File: src/rtl/uart_pkg.sv
// Shared definitions for the UART TX/RX blocks: FSM state encoding,
// parity mode constants and the baud divisor helper.
package uart_pkg;

    typedef enum logic [2:0] {
        ST_IDLE   = 3'd0,
        ST_START  = 3'd1,
        ST_DATA   = 3'd2,
        ST_PARITY = 3'd3,
        ST_STOP   = 3'd4
    } uart_state_e;

    localparam int PAR_NONE = 0;
    localparam int PAR_EVEN = 1;
    localparam int PAR_ODD  = 2;

    // Clock cycles per bit period, truncating; callers keep the result >= 2.
    function automatic int clks_per_bit(input int clk_freq, input int baud);
        return clk_freq / baud;
    endfunction

endpackage

File: src/rtl/uart_bit_timer.sv
// Bit-period counter: runs 0..CLKS_PER_BIT-1 and wraps, with a one-cycle
// bit_end strobe on the final count. Shared between the TX and RX blocks.
module uart_bit_timer
    import uart_pkg::*;
#(
    parameter int CLKS_PER_BIT = 8
) (
    input  logic clk,
    input  logic reset,
    input  logic clear_i,
    output logic bit_end_o
);

    localparam int                CNT_W    = $clog2(CLKS_PER_BIT);
    localparam logic [CNT_W-1:0]  CNT_LAST = CNT_W'(CLKS_PER_BIT - 1);

    logic [CNT_W-1:0] cnt_q;
    logic [CNT_W-1:0] cnt_d;

    assign bit_end_o = (cnt_q == CNT_LAST);

    // Next count: held at zero while cleared, wraps after the last cycle of a bit.
    always_comb begin
        cnt_d = cnt_q + 1'b1;
        if (clear_i || bit_end_o) begin
            cnt_d = '0;
        end
    end

    // Counter register.
    always_ff @(posedge clk or posedge reset) begin
        if (reset) begin
            cnt_q <= '0;
        end else begin
            cnt_q <= cnt_d;
        end
    end

endmodule

File: src/rtl/uart_tx_fifo_drain.sv
// UART transmitter fed straight from a fall-through TX FIFO. Each frame pops
// exactly one byte at the edge the start bit begins; frames run back-to-back
// while the FIFO has data.
module uart_tx_fifo_drain
    import uart_pkg::*;
#(
    parameter int CLK_FREQ   = 100_000_000,
    parameter int BAUD       = 9600,
    parameter int DATA_WIDTH = 8,
    parameter int PARITY     = 0,
    parameter int STOP_BITS  = 1
) (
    input  logic                  clk,
    input  logic                  reset,
    input  logic                  fifo_empty,
    input  logic [DATA_WIDTH-1:0] fifo_rdata,
    output logic                  fifo_rd_en,
    output logic                  tx,
    output logic                  tx_busy,
    output logic                  tx_done
);

    localparam int               CLKS_PER_BIT = clks_per_bit(CLK_FREQ, BAUD);
    localparam int               IDX_W        = $clog2(DATA_WIDTH);
    localparam logic [IDX_W-1:0] IDX_LAST     = IDX_W'(DATA_WIDTH - 1);
    localparam logic             STOP_LAST    = (STOP_BITS == 2);

    uart_state_e           state_q;
    logic [DATA_WIDTH-1:0] shift_q;
    logic [IDX_W-1:0]      idx_q;
    logic [IDX_W-1:0]      idx_d;
    logic                  stop_q;
    logic                  tx_q;
    logic                  rd_en_q;
    logic                  busy_q;
    logic                  done_q;
    logic                  parity_d;
    logic                  bit_end;
    logic                  timer_clr;

    // The timer idles at zero so the start bit always gets a full period.
    assign timer_clr = (state_q == ST_IDLE);

    uart_bit_timer #(
        .CLKS_PER_BIT(CLKS_PER_BIT)
    ) u_bit_timer (
        .clk      (clk),
        .reset    (reset),
        .clear_i  (timer_clr),
        .bit_end_o(bit_end)
    );

    // Next data-bit index and the parity bit over the latched byte.
    always_comb begin
        idx_d    = idx_q + 1'b1;
        parity_d = (^shift_q) ^ (PARITY == PAR_ODD);
    end

    // Frame sequencer; every output is a register so tx never glitches.
    always_ff @(posedge clk or posedge reset) begin
        if (reset) begin
            state_q <= ST_IDLE;
            shift_q <= '0;
            idx_q   <= '0;
            stop_q  <= 1'b0;
            tx_q    <= 1'b1;
            rd_en_q <= 1'b0;
            busy_q  <= 1'b0;
            done_q  <= 1'b0;
        end else begin
            rd_en_q <= 1'b0;
            done_q  <= 1'b0;
            case (state_q)
                ST_IDLE: begin
                    if (!fifo_empty) begin
                        shift_q <= fifo_rdata;
                        rd_en_q <= 1'b1;
                        tx_q    <= 1'b0;
                        busy_q  <= 1'b1;
                        state_q <= ST_START;
                    end
                end
                ST_START: begin
                    if (bit_end) begin
                        idx_q   <= '0;
                        tx_q    <= shift_q[0];
                        state_q <= ST_DATA;
                    end
                end
                ST_DATA: begin
                    if (bit_end) begin
                        if (idx_q == IDX_LAST) begin
                            if (PARITY != PAR_NONE) begin
                                tx_q    <= parity_d;
                                state_q <= ST_PARITY;
                            end else begin
                                tx_q    <= 1'b1;
                                stop_q  <= 1'b0;
                                state_q <= ST_STOP;
                            end
                        end else begin
                            idx_q <= idx_d;
                            tx_q  <= shift_q[idx_d];
                        end
                    end
                end
                ST_PARITY: begin
                    if (bit_end) begin
                        tx_q    <= 1'b1;
                        stop_q  <= 1'b0;
                        state_q <= ST_STOP;
                    end
                end
                ST_STOP: begin
                    if (bit_end) begin
                        if (stop_q == STOP_LAST) begin
                            done_q <= 1'b1;
                            // FIFO is only looked at here and in IDLE: one pop per frame.
                            if (!fifo_empty) begin
                                shift_q <= fifo_rdata;
                                rd_en_q <= 1'b1;
                                tx_q    <= 1'b0;
                                state_q <= ST_START;
                            end else begin
                                busy_q  <= 1'b0;
                                state_q <= ST_IDLE;
                            end
                        end else begin
                            stop_q <= 1'b1;
                        end
                    end
                end
                default: begin
                    tx_q    <= 1'b1;
                    busy_q  <= 1'b0;
                    state_q <= ST_IDLE;
                end
            endcase
        end
    end

    assign fifo_rd_en = rd_en_q;
    assign tx         = tx_q;
    assign tx_busy    = busy_q;
    assign tx_done    = done_q;

endmodule

File: config.mk
export PLATFORM = sky130hd
export DESIGN_NAME = uart_tx_fifo_drain
export DESIGN_NICKNAME = d
export VERILOG_FILES = /design/src/rtl/uart_pkg.sv /design/src/rtl/uart_bit_timer.sv /design/src/rtl/uart_tx_fifo_drain.sv
export SDC_FILE = /design/constraint.sdc
export NUM_CORES = 1
export LEC_CHECK = 0
export ABC_AREA = 1
export CAP_MARGIN = 20
export CELL_PAD_IN_SITES_DETAIL_PLACEMENT = 0
export CELL_PAD_IN_SITES_GLOBAL_PLACEMENT = 1
export CORE_ASPECT_RATIO = 2
export CORE_MARGIN = 3
export CORE_UTILIZATION = 42
export DETAILED_ROUTE_END_ITERATION = 7
export PLACE_DENSITY = 0.81
export SETUP_SLACK_MARGIN = 0.15
export SLEW_MARGIN = 5
export SYNTH_ARGS = -nofsm -noshare
export SYNTH_HDL_FRONTEND = slang
export SYNTH_HIERARCHICAL = 1
export SYNTH_SLANG_ARGS = --single-unit
File: constraint.sdc
create_clock -name clk -period 2.1 [get_ports clk]
set_input_delay 0.42 -clock clk [delete_from_list [all_inputs] [get_ports clk]]
set_output_delay 0.42 -clock clk [all_outputs]
set_load 0.01 [all_outputs]
==> results.sh <==
export IMPL_drt_vias_per_instance=4.95
export IMPL_cts_tree="yes"
export IMPL_synth_top_area_frac=0.451
export IMPL_power_switching_uw=231
export IMPL_cts_root_buf="clkbuf_8"
export IMPL_synth_xor_area_share=0.0357
export IMPL_synth_simple_area_share=0.355
export IMPL_p_sw_frac=0.198
export IMPL_ys_warn_count=6
export IMPL_fin_skew_ns=0.00646
export IMPL_drv_cap=0
export IMPL_post_drt_wl_per_cell_um=12.3
export IMPL_fin_tns_setup_ns=0
export IMPL_synth_fa_ha_area_frac=0.0291
export IMPL_ys_seq_area_frac=0.467
export IMPL_postCtsHoldBufs=0
export IMPL_path_cells="clkdlybuf4s50_1"
export IMPL_std_cell_rows=32
export IMPL_synth_nets=235
export IMPL_period_share=0.857
export IMPL_period_needed_ns=1.80
export IMPL_cp_start_kind="flip-flop"
export IMPL_synth_largest_area_cell="dfrtp_1"
export IMPL_hpwl_mm=2.86
export IMPL_syn_inst=220
export IMPL_critical_path_arrival_ns=1.38
export IMPL_drt_pass1_iterations=4
export IMPL_insertion_delay_ns=0.28
export IMPL_p_seq_frac=0.529
export IMPL_initial_core_util=0.443
export IMPL_grt_setup_unrepaired="no"
export IMPL_clk_pin_slew_ns=0.06
export IMPL_cellLeakagePower_nw=0.978
export IMPL_drive_gt1_frac=0.103
export IMPL_n_antenna_cell=0
export IMPL_num_vias=1449
export IMPL_fin_nets=256
export IMPL_io_buffers=14
export IMPL_overflow=0
export IMPL_clkPwrFrac=0.439
export IMPL_maxSlewHeadroom=0.619
export IMPL_slowest_stage="dfstp_2"
export IMPL_netlist_top_cells_area="dfrtp_1, nand2_1, nor2_1"
export IMPL_slowest_delay_ns=0.55
export IMPL_critPathRequiredTime_ns=1.68
export IMPL_grt_pass1_vias=1508
export IMPL_synth_compound_area_share=0.0488
export IMPL_hold_viol=0
export IMPL_p_int_uw=934
export IMPL_combPwrFrac=0.031
export IMPL_synthToLayoutAreaGrowth_pct=17.8
export IMPL_yosys_mux_area_fraction=0
export IMPL_die_h_um=96.5
export IMPL_cts_buffers=5
export IMPL_critical_path_top_delay_family="flip-flops"
export IMPL_antenna_found_initial=0
export IMPL_finalWorstSetupSlack_ns=0.301
export IMPL_gp_congestion=0.828
export IMPL_dieWidth_um=51.2
export IMPL_worstMarginPinSlew_ns=0.571
export IMPL_clock_sinks=32
export IMPL_grt_max_degree=19
export IMPL_htree_levels=2
export IMPL_crit_buf_inv=1
export IMPL_num_io_pins=15
export IMPL_status="complete, no violations"
export IMPL_drt_total_wl_mm=3.59
export IMPL_cts_setup_buffers=0
export IMPL_synth_top_family_by_area="simple AND/OR/NAND/NOR gates"
export IMPL_ant_nets=0
export IMPL_dieArea_um2=4940
export IMPL_clockBufferDepth=2
export IMPL_grt_pass1_wl_mm=6.44
export IMPL_syn_area_um2=1720
export IMPL_min_path_type="input pin to async pin"
export IMPL_synth_seq_cells=32
export IMPL_fmax_ghz=0.556
export IMPL_criticalPathCategory="flip-flop to primary output"
export IMPL_power_density_nw_per_um2=576
export IMPL_crit_fanout=3
export IMPL_ctsResizeCount=0
export IMPL_cp_num_cells=1
export IMPL_pre_cts_ws_ns=0.318
export IMPL_finalSetupViolations=0
export IMPL_syn_avg_cell_area_um2=7.81
export IMPL_core_um2=3880
export IMPL_drc=0
export IMPL_max_vdd_ir_drop_mv=0.421
export IMPL_drt_iter0_markers=27
export IMPL_slew_viol_final=0
export IMPL_ys_types=26
export IMPL_reg2reg_depth=9
export IMPL_end_kind="primary output"
export IMPL_track_usage=0.178
power by group through the flow:
stage / clock network, mW / registers, mW / logic, mW
after CTS: 0.538 / 0.616 / 0.0383
after global routing: 0.553 / 0.616 / 0.0413
after detailed placement: 0 / 0.628 / 0.0383
final: 0.512 / 0.617 / 0.0366
after floorplan: 0 / 0.628 / 0.0125
after global placement: 0 / 0.628 / 0.0377
Yosys cell counts (all sizes together):
master	count
a21oi	2
a31oi	1
buf	1
dfrtp	31
dfstp	1
ha	4
inv	26
nand2	74
nand3	21
nand3b	1
nand4	5
nor2	37
nor3	1
o211ai	1
o21ai	7
xnor2	3
xor2	4
layer usage:
layer / vias to the layer above / global-route usage / share of wire / wire length [um]
li1: 731 / - / - / -
met1: 665 / 0.161 / 0.34 / 1210
met2: 38 / 0.334 / 0.58 / 2080
met3: 15 / 0.0415 / 0.034 / 122
met4: 0 / 0.127 / 0.050 / 178
met5: - / 0 / 0 / 0
cell families after synthesis:
family,count (synthesis)
buffers and inverters,27
AO/OA/AOI/OAI,11
adder cells (fa/ha/maj),4
AND/OR/NAND/NOR,139
XOR/XNOR,7
flip-flops,32
cell usage in the layout (no fill, tap or decap), drive strengths merged:
cell type / netlist / layout
a21oi: 2 / 2
xor2: 4 / 4
clkbuf: 0 / 8
dfstp: 1 / 1
a31oi: 1 / 1
nor2: 37 / 37
inv: 26 / 26
clkdlybuf4s50: 0 / 14
xnor2: 3 / 3
nor3: 1 / 1
nand4: 5 / 5
o21ai: 7 / 7
dfrtp: 31 / 31
o211ai: 1 / 1
ha: 4 / 4
nand2: 74 / 74
buf: 1 / 1
nand3b: 1 / 1
nand3: 21 / 21
stage by stage:
stage                     total power, mW  area, um2  std cells  hold slack (ns)   util
after floorplan                     0.640       1720        220            0.309      -
after global placement              0.666       1920        285            0.466  0.494
after detailed placement            0.666       1920        285            0.465  0.494
after CTS                            1.19       2020        293            0.485  0.520
after global routing                 1.21       2020        293            0.506  0.521
final                                1.17       2020        293            0.478  0.521
flip-flops by register name, indices dropped and copies added, names as in the netlist:
name	cells
tx_done	1
shift_q	8
u_bit_timer/cnt_q	14
fifo_rd_en	1
state_q	3
tx	1
tx_busy	1
idx_q	3
cell type report:
| cell class | instances | area (um2) |
|---|---|---|
| clock buffers | 8 | 100 |
| inverters | 26 | 100 |
| fillers | 420 | 1860 |
| flip-flops and latches | 32 | 802 |
| multi-input cells | 161 | 811 |
| repair buffers | 15 | 148 |
| well taps | 51 | 63.8 |
worst paths after layout:
check,slack (ns),from,endpoint
setup / recovery,0.30,tx,tx
setup reg to reg,0.38,u_bit_timer/cnt_q[0],shift_q[3]
hold / removal,0.48,reset,idx_q[1]
hold reg to reg,0.48,shift_q[2],shift_q[2]
min in group clk,0.48,shift_q[2],shift_q[2]
max in group asynchronous,1.20,reset,u_bit_timer/cnt_q[13]
(Power assumes the default switching activity.)
